## src/rtl/apb_uart.sv

```systemverilog
// APB-programmable UART: one TX and one RX holding register, 5-8 data bits,
// optional parity, 1/2 stop bits, 16x oversampling, RTS/CTS flow control.
module apb_uart #(
    parameter int          ADDR_W   = 12,
    parameter logic [15:0] BAUD_RST = 16'd26
) (
    input  logic              clk,
    input  logic              reset_n,
    input  logic              psel,
    input  logic              penable,
    input  logic              pwrite,
    input  logic [3:0]        pstrb,
    input  logic [ADDR_W-1:0] paddr,
    input  logic [31:0]       pwdata,
    output logic              pready,
    output logic              pslverr,
    output logic [31:0]       prdata,
    input  logic              rx,
    input  logic              cts_n,
    output logic              tx,
    output logic              rts_n
);
    typedef enum logic [2:0] {IDLE, START, DATA, PARITY, STOP} state_t;

    logic       acc, addr_ok, wr_ok, rd_rx;
    logic [2:0] reg_idx;
    logic [2:0] w1c;

    logic [7:0]  tx_data;
    logic [4:0]  cfg;
    logic        cts_en;
    logic        start_tx;
    logic [15:0] baud;
    logic        tx_busy;
    logic        rx_valid;
    logic        parity_err;
    logic        frame_err;
    logic        overrun;
    logic [7:0]  rx_data;

    assign pready  = 1'b1;
    assign acc     = psel & penable;
    assign reg_idx = paddr[4:2];
    assign addr_ok = ((paddr >> 5) == '0) && (paddr[1:0] == 2'b00) && (reg_idx <= 3'd5);
    assign wr_ok   = acc & pwrite & addr_ok & (reg_idx != 3'd1);
    assign rd_rx   = acc & ~pwrite & addr_ok & (reg_idx == 3'd1);
    assign pslverr = acc & (~addr_ok | (pwrite & (reg_idx == 3'd1)));
    assign w1c     = (wr_ok && pstrb[0] && reg_idx == 3'd4) ? pwdata[4:2] : 3'b000;

    logic unused_ok;
    assign unused_ok = ^{pwdata[31:16], pstrb[3:2]};

    function automatic logic [7:0] data_mask(input logic [1:0] dbits);
        return 8'hFF >> (2'd3 - dbits);
    endfunction

    // Even parity is the XOR of the used data bits; odd parity is its inverse.
    function automatic logic calc_parity(input logic [7:0] d, input logic [4:0] c);
        return (^(d & data_mask(c[1:0]))) ^ ~c[4];
    endfunction

    always_comb begin
        prdata = '0;
        if (acc && addr_ok) begin
            case (reg_idx)
                3'd0:    prdata[7:0]  = tx_data;
                3'd1:    prdata[7:0]  = rx_data;
                3'd2:    prdata[4:0]  = cfg;
                3'd3:    prdata[1:0]  = {cts_en, start_tx};
                3'd4:    prdata[4:0]  = {overrun, frame_err, parity_err, rx_valid, tx_busy};
                3'd5:    prdata[15:0] = baud;
                default: prdata       = '0;
            endcase
        end
    end

    always_ff @(posedge clk) begin
        if (!reset_n) begin
            tx_data  <= '0;
            cfg      <= 5'h03;
            cts_en   <= 1'b0;
            start_tx <= 1'b0;
            baud     <= BAUD_RST;
        end else begin
            start_tx <= 1'b0;
            if (wr_ok && pstrb[0]) begin
                case (reg_idx)
                    3'd0:    tx_data <= pwdata[7:0];
                    3'd2:    cfg     <= pwdata[4:0];
                    3'd3:    begin
                        start_tx <= pwdata[0];
                        cts_en   <= pwdata[1];
                    end
                    3'd5:    baud[7:0] <= pwdata[7:0];
                    default: ;
                endcase
            end
            if (wr_ok && pstrb[1] && reg_idx == 3'd5)
                baud[15:8] <= pwdata[15:8];
        end
    end

    // Transmitter: divisor tracks BAUD while idle and freezes for the frame.
    state_t      tx_state;
    logic [15:0] tx_pre, tx_div;
    logic        tx_tick, tx_bit_end;
    logic [3:0]  tx_tcnt;
    logic [2:0]  tx_bit;
    logic [7:0]  tx_shift;
    logic [4:0]  tx_cfg;
    logic        tx_par, tx_stop2;
    logic [1:0]  cts_sync;

    assign tx_tick    = (tx_pre >= tx_div);
    assign tx_bit_end = tx_tick && (tx_tcnt == 4'd15);

    always_ff @(posedge clk) begin
        if (!reset_n) begin
            tx_state <= IDLE;
            tx       <= 1'b1;
            tx_busy  <= 1'b0;
            tx_pre   <= '0;
            tx_div   <= BAUD_RST;
            tx_tcnt  <= '0;
            tx_bit   <= '0;
            tx_shift <= '0;
            tx_cfg   <= '0;
            tx_par   <= 1'b0;
            tx_stop2 <= 1'b0;
            cts_sync <= 2'b11;
        end else begin
            cts_sync <= {cts_sync[0], cts_n};
            tx_pre   <= tx_tick ? '0 : tx_pre + 16'd1;
            if (!tx_busy)
                tx_div <= baud;
            if (tx_tick)
                tx_tcnt <= tx_tcnt + 4'd1;
            case (tx_state)
                IDLE: begin
                    tx <= 1'b1;
                    if (!tx_busy) begin
                        if (start_tx) begin
                            tx_busy  <= 1'b1;
                            tx_shift <= tx_data & data_mask(cfg[1:0]);
                            tx_par   <= calc_parity(tx_data, cfg);
                            tx_cfg   <= cfg;
                        end
                    end else if (tx_tick && !(cts_en && cts_sync[1])) begin
                        tx_state <= START;
                        tx       <= 1'b0;
                        tx_tcnt  <= '0;
                    end
                end
                START: if (tx_bit_end) begin
                    tx_state <= DATA;
                    tx       <= tx_shift[0];
                    tx_shift <= tx_shift >> 1;
                    tx_bit   <= '0;
                end
                DATA: if (tx_bit_end) begin
                    if (tx_bit == {1'b1, tx_cfg[1:0]}) begin
                        tx_state <= tx_cfg[3] ? PARITY : STOP;
                        tx       <= tx_cfg[3] ? tx_par : 1'b1;
                        tx_stop2 <= 1'b0;
                    end else begin
                        tx_bit   <= tx_bit + 3'd1;
                        tx       <= tx_shift[0];
                        tx_shift <= tx_shift >> 1;
                    end
                end
                PARITY: if (tx_bit_end) begin
                    tx_state <= STOP;
                    tx       <= 1'b1;
                    tx_stop2 <= 1'b0;
                end
                STOP: if (tx_bit_end) begin
                    if (tx_cfg[2] && !tx_stop2) begin
                        tx_stop2 <= 1'b1;
                    end else begin
                        tx_state <= IDLE;
                        tx_busy  <= 1'b0;
                    end
                end
                default: tx_state <= IDLE;
            endcase
        end
    end

    // Receiver: prescaler restarts on the start edge so tick 8 lands mid-bit.
    state_t      rx_state;
    logic [1:0]  rx_sync;
    logic        rx_s, rx_prev, rx_fall;
    logic [15:0] rx_pre, rx_div;
    logic        rx_tick, rx_bit_end, rx_done, rx_par_bad;
    logic [3:0]  rx_tcnt;
    logic [2:0]  rx_bit;
    logic [7:0]  rx_shift, rx_byte;
    logic [4:0]  rx_cfg;
    logic        rx_par_bit;

    assign rx_s       = rx_sync[1];
    assign rx_fall    = rx_prev & ~rx_s;
    assign rx_tick    = (rx_pre >= rx_div);
    assign rx_bit_end = rx_tick && (rx_tcnt == 4'd15);
    assign rx_byte    = rx_shift >> (2'd3 - rx_cfg[1:0]);
    assign rx_done    = (rx_state == STOP) && rx_bit_end;
    assign rx_par_bad = rx_cfg[3] && (rx_par_bit != calc_parity(rx_byte, rx_cfg));

    always_ff @(posedge clk) begin
        if (!reset_n) begin
            rx_state   <= IDLE;
            rx_sync    <= 2'b11;
            rx_prev    <= 1'b1;
            rx_pre     <= '0;
            rx_div     <= BAUD_RST;
            rx_tcnt    <= '0;
            rx_bit     <= '0;
            rx_shift   <= '0;
            rx_cfg     <= '0;
            rx_par_bit <= 1'b0;
            rx_valid   <= 1'b0;
            rx_data    <= '0;
            parity_err <= 1'b0;
            frame_err  <= 1'b0;
            overrun    <= 1'b0;
            rts_n      <= 1'b0;
        end else begin
            rx_sync <= {rx_sync[0], rx};
            rx_prev <= rx_s;
            rx_pre  <= rx_tick ? '0 : rx_pre + 16'd1;
            if (rx_tick)
                rx_tcnt <= rx_tcnt + 4'd1;
            case (rx_state)
                IDLE: if (rx_fall) begin
                    rx_state <= START;
                    rx_pre   <= '0;
                    rx_tcnt  <= '0;
                    rx_div   <= baud;
                    rx_cfg   <= cfg;
                end
                START: if (rx_tick && rx_tcnt == 4'd7) begin
                    rx_state <= rx_s ? IDLE : DATA;
                    rx_tcnt  <= '0;
                    rx_bit   <= '0;
                end
                DATA: if (rx_bit_end) begin
                    rx_shift <= {rx_s, rx_shift[7:1]};
                    if (rx_bit == {1'b1, rx_cfg[1:0]})
                        rx_state <= rx_cfg[3] ? PARITY : STOP;
                    else
                        rx_bit <= rx_bit + 3'd1;
                end
                PARITY: if (rx_bit_end) begin
                    rx_par_bit <= rx_s;
                    rx_state   <= STOP;
                end
                STOP: if (rx_bit_end)
                    rx_state <= IDLE;
                default: rx_state <= IDLE;
            endcase

            // A read in the completion cycle frees the slot for the new byte.
            if (rx_done && (!rx_valid || rd_rx)) begin
                rx_data  <= rx_byte;
                rx_valid <= 1'b1;
            end else if (rd_rx) begin
                rx_valid <= 1'b0;
            end
            parity_err <= (parity_err & ~w1c[0]) | (rx_done & rx_par_bad);
            frame_err  <= (frame_err & ~w1c[1]) | (rx_done & ~rx_s);
            overrun    <= (overrun & ~w1c[2]) | (rx_done & rx_valid & ~rd_rx);
            rts_n      <= rx_valid;
        end
    end
endmodule

```

## config.mk

```make
export PLATFORM = sky130hd
export DESIGN_NAME = apb_uart
export DESIGN_NICKNAME = d
export VERILOG_FILES = /design/src/rtl/apb_uart.sv
export SDC_FILE = /design/constraint.sdc
export NUM_CORES = 1
export LEC_CHECK = 0
export BUFFER_PORTS_ARGS = -buffer_cell sky130_fd_sc_hd__buf_2
export CORE_MARGIN = 2
export CORE_UTILIZATION = 57
export DETAILED_ROUTE_END_ITERATION = 12
export GPL_TIMING_DRIVEN = 0
export PLACE_DENSITY = 0.78
export SETUP_SLACK_MARGIN = 0.5
export SLEW_MARGIN = 0
export SYNTH_ARGS = -nofsm -noshare
export SYNTH_HDL_FRONTEND = slang
export SYNTH_SLANG_ARGS = --single-unit
```

## constraint.sdc

```tcl
create_clock -name clk -period 3.8 [get_ports clk]
set_clock_uncertainty 0.15 [all_clocks]
set_input_delay 0.38 -clock clk [delete_from_list [all_inputs] [get_ports clk]]
set_output_delay 0.38 -clock clk [all_outputs]
set_load 0.01 [all_outputs]
```

### Word level (Yosys, flattened, before mapping)

Index checks and enable logic that the tools add are counted.

* $add $sub $neg: 8
* order comparisons: 3
* eq/ne operators: 39
* shift operators: 3
* muxes and demuxes: 71
* bitwise logic cells: 36
* reductions and logical operators: 52

Operators by type and width (number)
* $mux 3: 23
* $mux 16: 4
* $mux 8: 6
* $pmux 3 s5: 3
* $ne 2x2->1 const B: 19
* $add 16x1->16 const B: 2
* $ge 16x16->1: 2
* $mux 4: 7
* $pmux 8 s3: 1
* $eq 3x2->1 const B: 6
* $mux 1: 18
* $reduce_and 6->1: 3
* $and 1x1->1: 17
* $and 8x8->8: 2
* $logic_and 1x1->1: 16
* $reduce_xor 8->1: 2
* $shr 8x2->8 const A: 2
* $reduce_and 2->1: 7
* $eq 3x3->1 const B: 4
* $logic_not 12->1: 1
* $pmux 2 s6: 1
* $pmux 3 s2: 2
* $reduce_and 4->1: 3
* $not 1->1: 11
* other kinds (29): 50

* register bits after elaboration: 163
* input bits: 55

### Logic depth before layout (Yosys ltp)

* word-level depth: 11
* gate-level depth with buffers: 9
* gate-level depth less buffers: 8

### Worst setup path after synthesis

No wires, ideal clock.

* path type: reg2reg
* from: reg tx_div[10]
* to: reg tx_state[0]
* setup time: 0.118 ns
* arrival time: 2.409 ns
* setup slack: 1.123 ns
* cell stages (with the launch flop): 9
* period minus slack after synthesis: 2.677 ns
* cell sequence: dfxtp_1 -> inv_1 -> ha_1 -> and4_1 -> or3b_1 -> or4_1 -> o2111a_2 -> or4b_1 -> o2111a_1

* cells in the longest elaborated chain, start to end: 4
* elaborated cells between the ends (all ways): 9
* those cells by class: order compare (1); eq/ne (5); reduce/logical (3)

Ends and longest elaborated chain
* from (decl): line 105 `logic [15:0] tx_pre, tx_div;`
* from (signal assigned): line 135 `tx_div <= baud;`
* $ge 16x16->1 *: line 114 `assign tx_tick = (tx_pre >= tx_div);`
* $logic_and 1x1->1, on equally long branches: line 148, 115
* $ne 2x2->1 (no line)
* $reduce_and 8->1 (no line) *
* to (signal assigned): line 162 `tx_state <= tx_cfg[3] ? PARITY : STOP;`
* to (decl): line 104 `state_t tx_state;`

Mark *: on every way between the ends. The rest lies on a longest branch, timed or not.
A chain may end at the register's enable or synchronous reset.

### Worst setup path in the final report

* from: reg rx_div[15]
* to: reg rx_data[6]

* cells in the longest elaborated chain, start to end: 4

Ends and longest elaborated chain
* from (decl): line 193 `logic [15:0] rx_pre, rx_div;`
* from (signal assigned): line 238 `rx_div <= baud;`
* $ge 16x16->1: line 203 `assign rx_tick = (rx_pre >= rx_div);`
* $logic_and 1x1->1: line 204 `assign rx_bit_end = rx_tick && (rx_tcnt == 4'd15);`
* $logic_and 1x1->1: line 206 `assign rx_done = (rx_state == STOP) && rx_bit_end;`
* $logic_and 1x1->1: line 263 `if (rx_done && (!rx_valid || rd_rx)) begin`
* to (signal assigned): line 264 `rx_data <= rx_byte;`
* to (decl): line 39 `logic [7:0] rx_data;`

Every way passes these cells.

==> summary.md <==
• **result of the run** complete, no violations
• **sequential cell area in the final layout** 3240 sq um
• **cell area power density** 387 nW/um^2
• **violation count after the first detailed-route iteration** 734
• **average vias per placed instance** 5.67
• **Post-DP Area** 8940 sq um
• **number of global-route vias before repair** 6840
• **number of synthesized flops with an enable pin** 0
• **maximum operating frequency** 0.321 GHz
• **Post-CTS Setup Repair Bufs** 0
• **detailed-router iteration count before antenna repair** 6
• **number of instances in the synthesized netlist** 1010
• **initial antenna violation count** 0
• **fraction of the yosys area taken by sequential cells** 38.6%
• **simple-gate share of the synthesized area** 22.4%
• **vertical extent of the die** 125 microns
• **Startpoint Class** flip-flop
• **ANT nets after route** 0
• **boundary pin count** 91
• **floorplan row count** 44
• **final-layout fill cell count** 1231
• **area growth from synthesis to final layout** 14.3%
• **end point of the most critical hold path** baud[13]
• **residual overflow from global routing** 0
• **combinational family with the most area after synthesis** simple AND/OR/NAND/NOR gates
• **slew at the pin closest to its max-slew limit** 1.04 ns
• **Starting Density** 58.0%
• **top cells by area in the synthesized netlist** sky130_fd_sc_hd__dfxtp_1, sky130_fd_sc_hd__nand2_1, sky130_fd_sc_hd__mux2i_1
• **reg-to-reg setup timing slack** 0.68 ns
• **Std-Cell Core Area** 14500 sq um
• **count of antenna diodes in the layout** 0
• **critical path type** flip-flop to flip-flop
• **Synth warnings** 0
• **area share of xor/xnor cells in the synthesized design** 5.28%
• **worst endpoint required time** 4.01 ns
• **Root Buffer** sky130_fd_sc_hd__clkbuf_16
• **clock sink count** 162
• **final number of hold-violating endpoints** 0
• **vias after detailed routing** 7349
• **clock latency reported for the late side of the worst-skew pair** 0.43 ns
• **path depth of the worst reg2reg path** 9
• **TritonCTS Buffers** 17
• **number of max-cap violations** 0
• **Worst Setup SP** rx_div[15]
• **clock tree from TritonCTS** yes
• **largest area contributor in the netlist** sky130_fd_sc_hd__dfxtp_1
• **horizontal extent of the die** 125 microns
• **Synth Register Bits** 162
• **Leakage** 0.00383 uW
• **overall track demand over capacity in global routing** 26.8%
• **post-synthesis adder-cell area fraction** 5.67%
• **detailed-placement wirelength estimate** 15100 microns
• **worst r2r src** rx_div[15]
• **cell type group with the largest total delay on the critical path** simple AND/OR/NAND/NOR gates
• **Final TNS setup** 0 ns
• **Finish-stage setup viols** 0
• **layout net count** 1191
• **post-synthesis compound-gate area fraction** 12.3%
• **final cell area excluding filler cells** 9590 sq um
• **maximum VDD drop** 0.315 mV
• **Bufs and invs on worst path** 2
• **Mapped Avg Cell Area** 8.31 sq um
• **Largest stage delay, worst path** 0.58 ns
• **routability-driven placement congestion ratio** 0.940
• **primary flip-flop cell chosen by synthesis mapping** sky130_fd_sc_hd__dfxtp_1
• **die outline area** 15700 sq um
• **share of layout cells above drive strength 1** 12.6%
• **area occupied by multi-input gates** 4700 sq um
• **detailed-route wire length** 20700 microns
• **unrepaired setup endpoints after global routing** false
• **wire length of the first global-routing pass** 34000 microns
• **cell depth of the worst min-delay path** 3
• **# H-tree levels** 4
• **fraction of the cycle the final worst path needs** 82.0%
• **most used cell along the critical path** sky130_fd_sc_hd__nand4_1
• **maximum net fanout on the critical path** 10
• **nature of the critical path endpoint** flip-flop
• **class of the worst hold path** primary input to flip-flop
• **drc violations** 0
• **pin count of the biggest net entering global routing** 17
• **Port Buffer Count** 52
• **routed length per instance** 16.0 microns
• **clock transition at the register clock pins on the worst setup and hold paths after CTS** 0.06 ns
• **post-synth top area share** 38.6%
• **post-synthesis cell area** 8390 sq um
• **worst endpoint data arrival time** 3.33 ns
• **worst-path cell chain** inv_1, ha_1, nand4_1, or4_1, a221o_1, o211ai_1, buf_2, nand4_1, a21oi_1
• **maximum buffer depth of the clock tree** 2
• **worst slew margin relative to its limit** 30.0%
• **Hold Crit Start** pwdata[13]
• **critical-path cell with the highest stage delay** sky130_fd_sc_hd__or4_1
• **count of unique library cells instantiated by Yosys** 70
• **share of cell area taken by muxes after synthesis** 9.69%
• **post-route minimum period** 3.12 ns
• **Final Slew Violations** 0
• **Synth async-reset ratio** 0%
• **R2R Path End** rx_data[6]
## how the worst max path moves through the flow
stage | depth (start not counted) | to | slack (ns)
after floorplan | 8 | tx_state[0] | 1.12
after global placement | 9 | rx_pre[11] | 0.84
after detailed placement | 9 | rx_data[2] | 0.77
after CTS | 9 | rx_data[0] | 0.64
after global routing | 9 | rx_pre[14] | 0.56
final | 9 | rx_data[6] | 0.68
## worst reg2reg max path, cell delays in order, from the launching register on
cell                       delay, ns
sky130_fd_sc_hd__dfxtp_1        0.35
sky130_fd_sc_hd__inv_1          0.06
sky130_fd_sc_hd__ha_1           0.30
sky130_fd_sc_hd__nand4_1        0.17
sky130_fd_sc_hd__or4_1          0.58
sky130_fd_sc_hd__a221o_1        0.30
sky130_fd_sc_hd__o211ai_1       0.42
sky130_fd_sc_hd__buf_2          0.39
sky130_fd_sc_hd__nand4_1        0.15
sky130_fd_sc_hd__a21oi_1        0.17
## per-layer routing
| metal | vias up | global-route usage [%] | wire (microns) |
|---|---|---|---|
| met5 | - | 0 | 0 |
| met4 | 0 | 8.24 | 423 |
| met3 | 45 | 5.13 | 1300 |
| met2 | 252 | 43.0 | 9590 |
| met1 | 3434 | 36.8 | 9360 |
| li1 | 3618 | - | - |
## through the flow
| step | util [%] | hold WS, ns | worst slack [ns] | std cells | power (uW) |
|---|---|---|---|---|---|
| after global placement | 61.7 | 0.238 | 0.841 | 1261 | 1930 |
| after global routing | 66.2 | 0.0445 | 0.560 | 1295 | 3830 |
| final | 66.2 | 0.0310 | 0.685 | 1295 | 3710 |
| after detailed placement | 61.7 | 0.245 | 0.769 | 1261 | 1930 |
| after floorplan | - | 0.236 | 1.12 | 1025 | 1870 |
| after CTS | 66.2 | 0.0301 | 0.642 | 1295 | 3730 |
## Yosys cell counts, types with 3 or more instances
cell type / n
sky130_fd_sc_hd__dfxtp_1: 162
sky130_fd_sc_hd__buf_1: 5
sky130_fd_sc_hd__and2_1: 15
sky130_fd_sc_hd__o211ai_1: 6
sky130_fd_sc_hd__mux4_2: 8
sky130_fd_sc_hd__clkbuf_1: 39
sky130_fd_sc_hd__a21o_1: 3
sky130_fd_sc_hd__or3_1: 5
sky130_fd_sc_hd__a31oi_1: 7
sky130_fd_sc_hd__o22a_1: 3
sky130_fd_sc_hd__mux2i_1: 52
sky130_fd_sc_hd__nand2_1: 150
sky130_fd_sc_hd__nor3_1: 12
sky130_fd_sc_hd__xnor2_1: 28
sky130_fd_sc_hd__nand4_1: 11
sky130_fd_sc_hd__o21ai_0: 39
sky130_fd_sc_hd__and3_1: 16
sky130_fd_sc_hd__nor2_1: 97
sky130_fd_sc_hd__ha_1: 38
sky130_fd_sc_hd__o22ai_1: 4
sky130_fd_sc_hd__a22oi_1: 3
sky130_fd_sc_hd__inv_1: 47
sky130_fd_sc_hd__xor2_1: 20
sky130_fd_sc_hd__buf_4: 17
sky130_fd_sc_hd__o31ai_1: 3
sky130_fd_sc_hd__nand3_1: 51
sky130_fd_sc_hd__mux2_2: 10
sky130_fd_sc_hd__nor2b_1: 8
sky130_fd_sc_hd__buf_2: 5
sky130_fd_sc_hd__nand3b_1: 3
sky130_fd_sc_hd__or4_1: 3
sky130_fd_sc_hd__nor4_1: 3
sky130_fd_sc_hd__nand2b_1: 16
sky130_fd_sc_hd__a221oi_1: 3
sky130_fd_sc_hd__a21oi_1: 75
## sequential cells by signal (all words and copies together) (netlist names), 5 cells and up
name      flops
tx_div       16
tx_shift      8
baud         16
rx_shift      8
rx_div       16
rx_data       8
rx_pre       16
tx_data       8
cfg           5
tx_pre       16
## area by class of cell
class                           count  share of cell area (%)
Sequential cell                   162                    33.8
Inverter                           48                    1.88
Multi-Input combinational cell    748                    49.0
Timing Repair Buffer               54                    2.92
Clock buffer                       21                    5.01
Buffer                             67                    3.38
Tap cell                          184                    2.40
Clock inverter                     11                    1.55
## power breakdown
part	switching, uW	internal, uW	leakage [uW]
sequential	10.6	1710	0.00131
clock	707	1110	0.000302
combinational	111	63.4	0.00222
## cells by family after synthesis
group / count (synthesis)
multiplexers: 70
AND/OR/NAND/NOR: 405
buffers and inverters: 115
AO/OA/AOI/OAI: 169
adder cells (fa/ha/maj): 38
XOR/XNOR: 49
other: 2
flip-flops: 162
## placed cells by master, fill, tap and decap left out, drive strengths merged, types with 17 or more instances in the layout
cell type / n
buf: 79
ha: 38
mux2i: 52
xnor2: 28
inv: 49
clkbuf: 61
o21ai: 40
nand3: 52
dfxtp: 162
xor2: 20
nand2: 150
conb: 17
and2: 17
nor2: 97
a21oi: 76
## timing repair
| item | 4_1_cts | 5_1_grt |
|---|---|---|
| hold buffers | 2 | 0 |
| gates resized for setup | 0 | 2 |
| endpoints found under the setup margin | 0 | 5 |
| endpoints found under the hold margin | 2 | 0 |
Power figures use the tool's default switching activity.
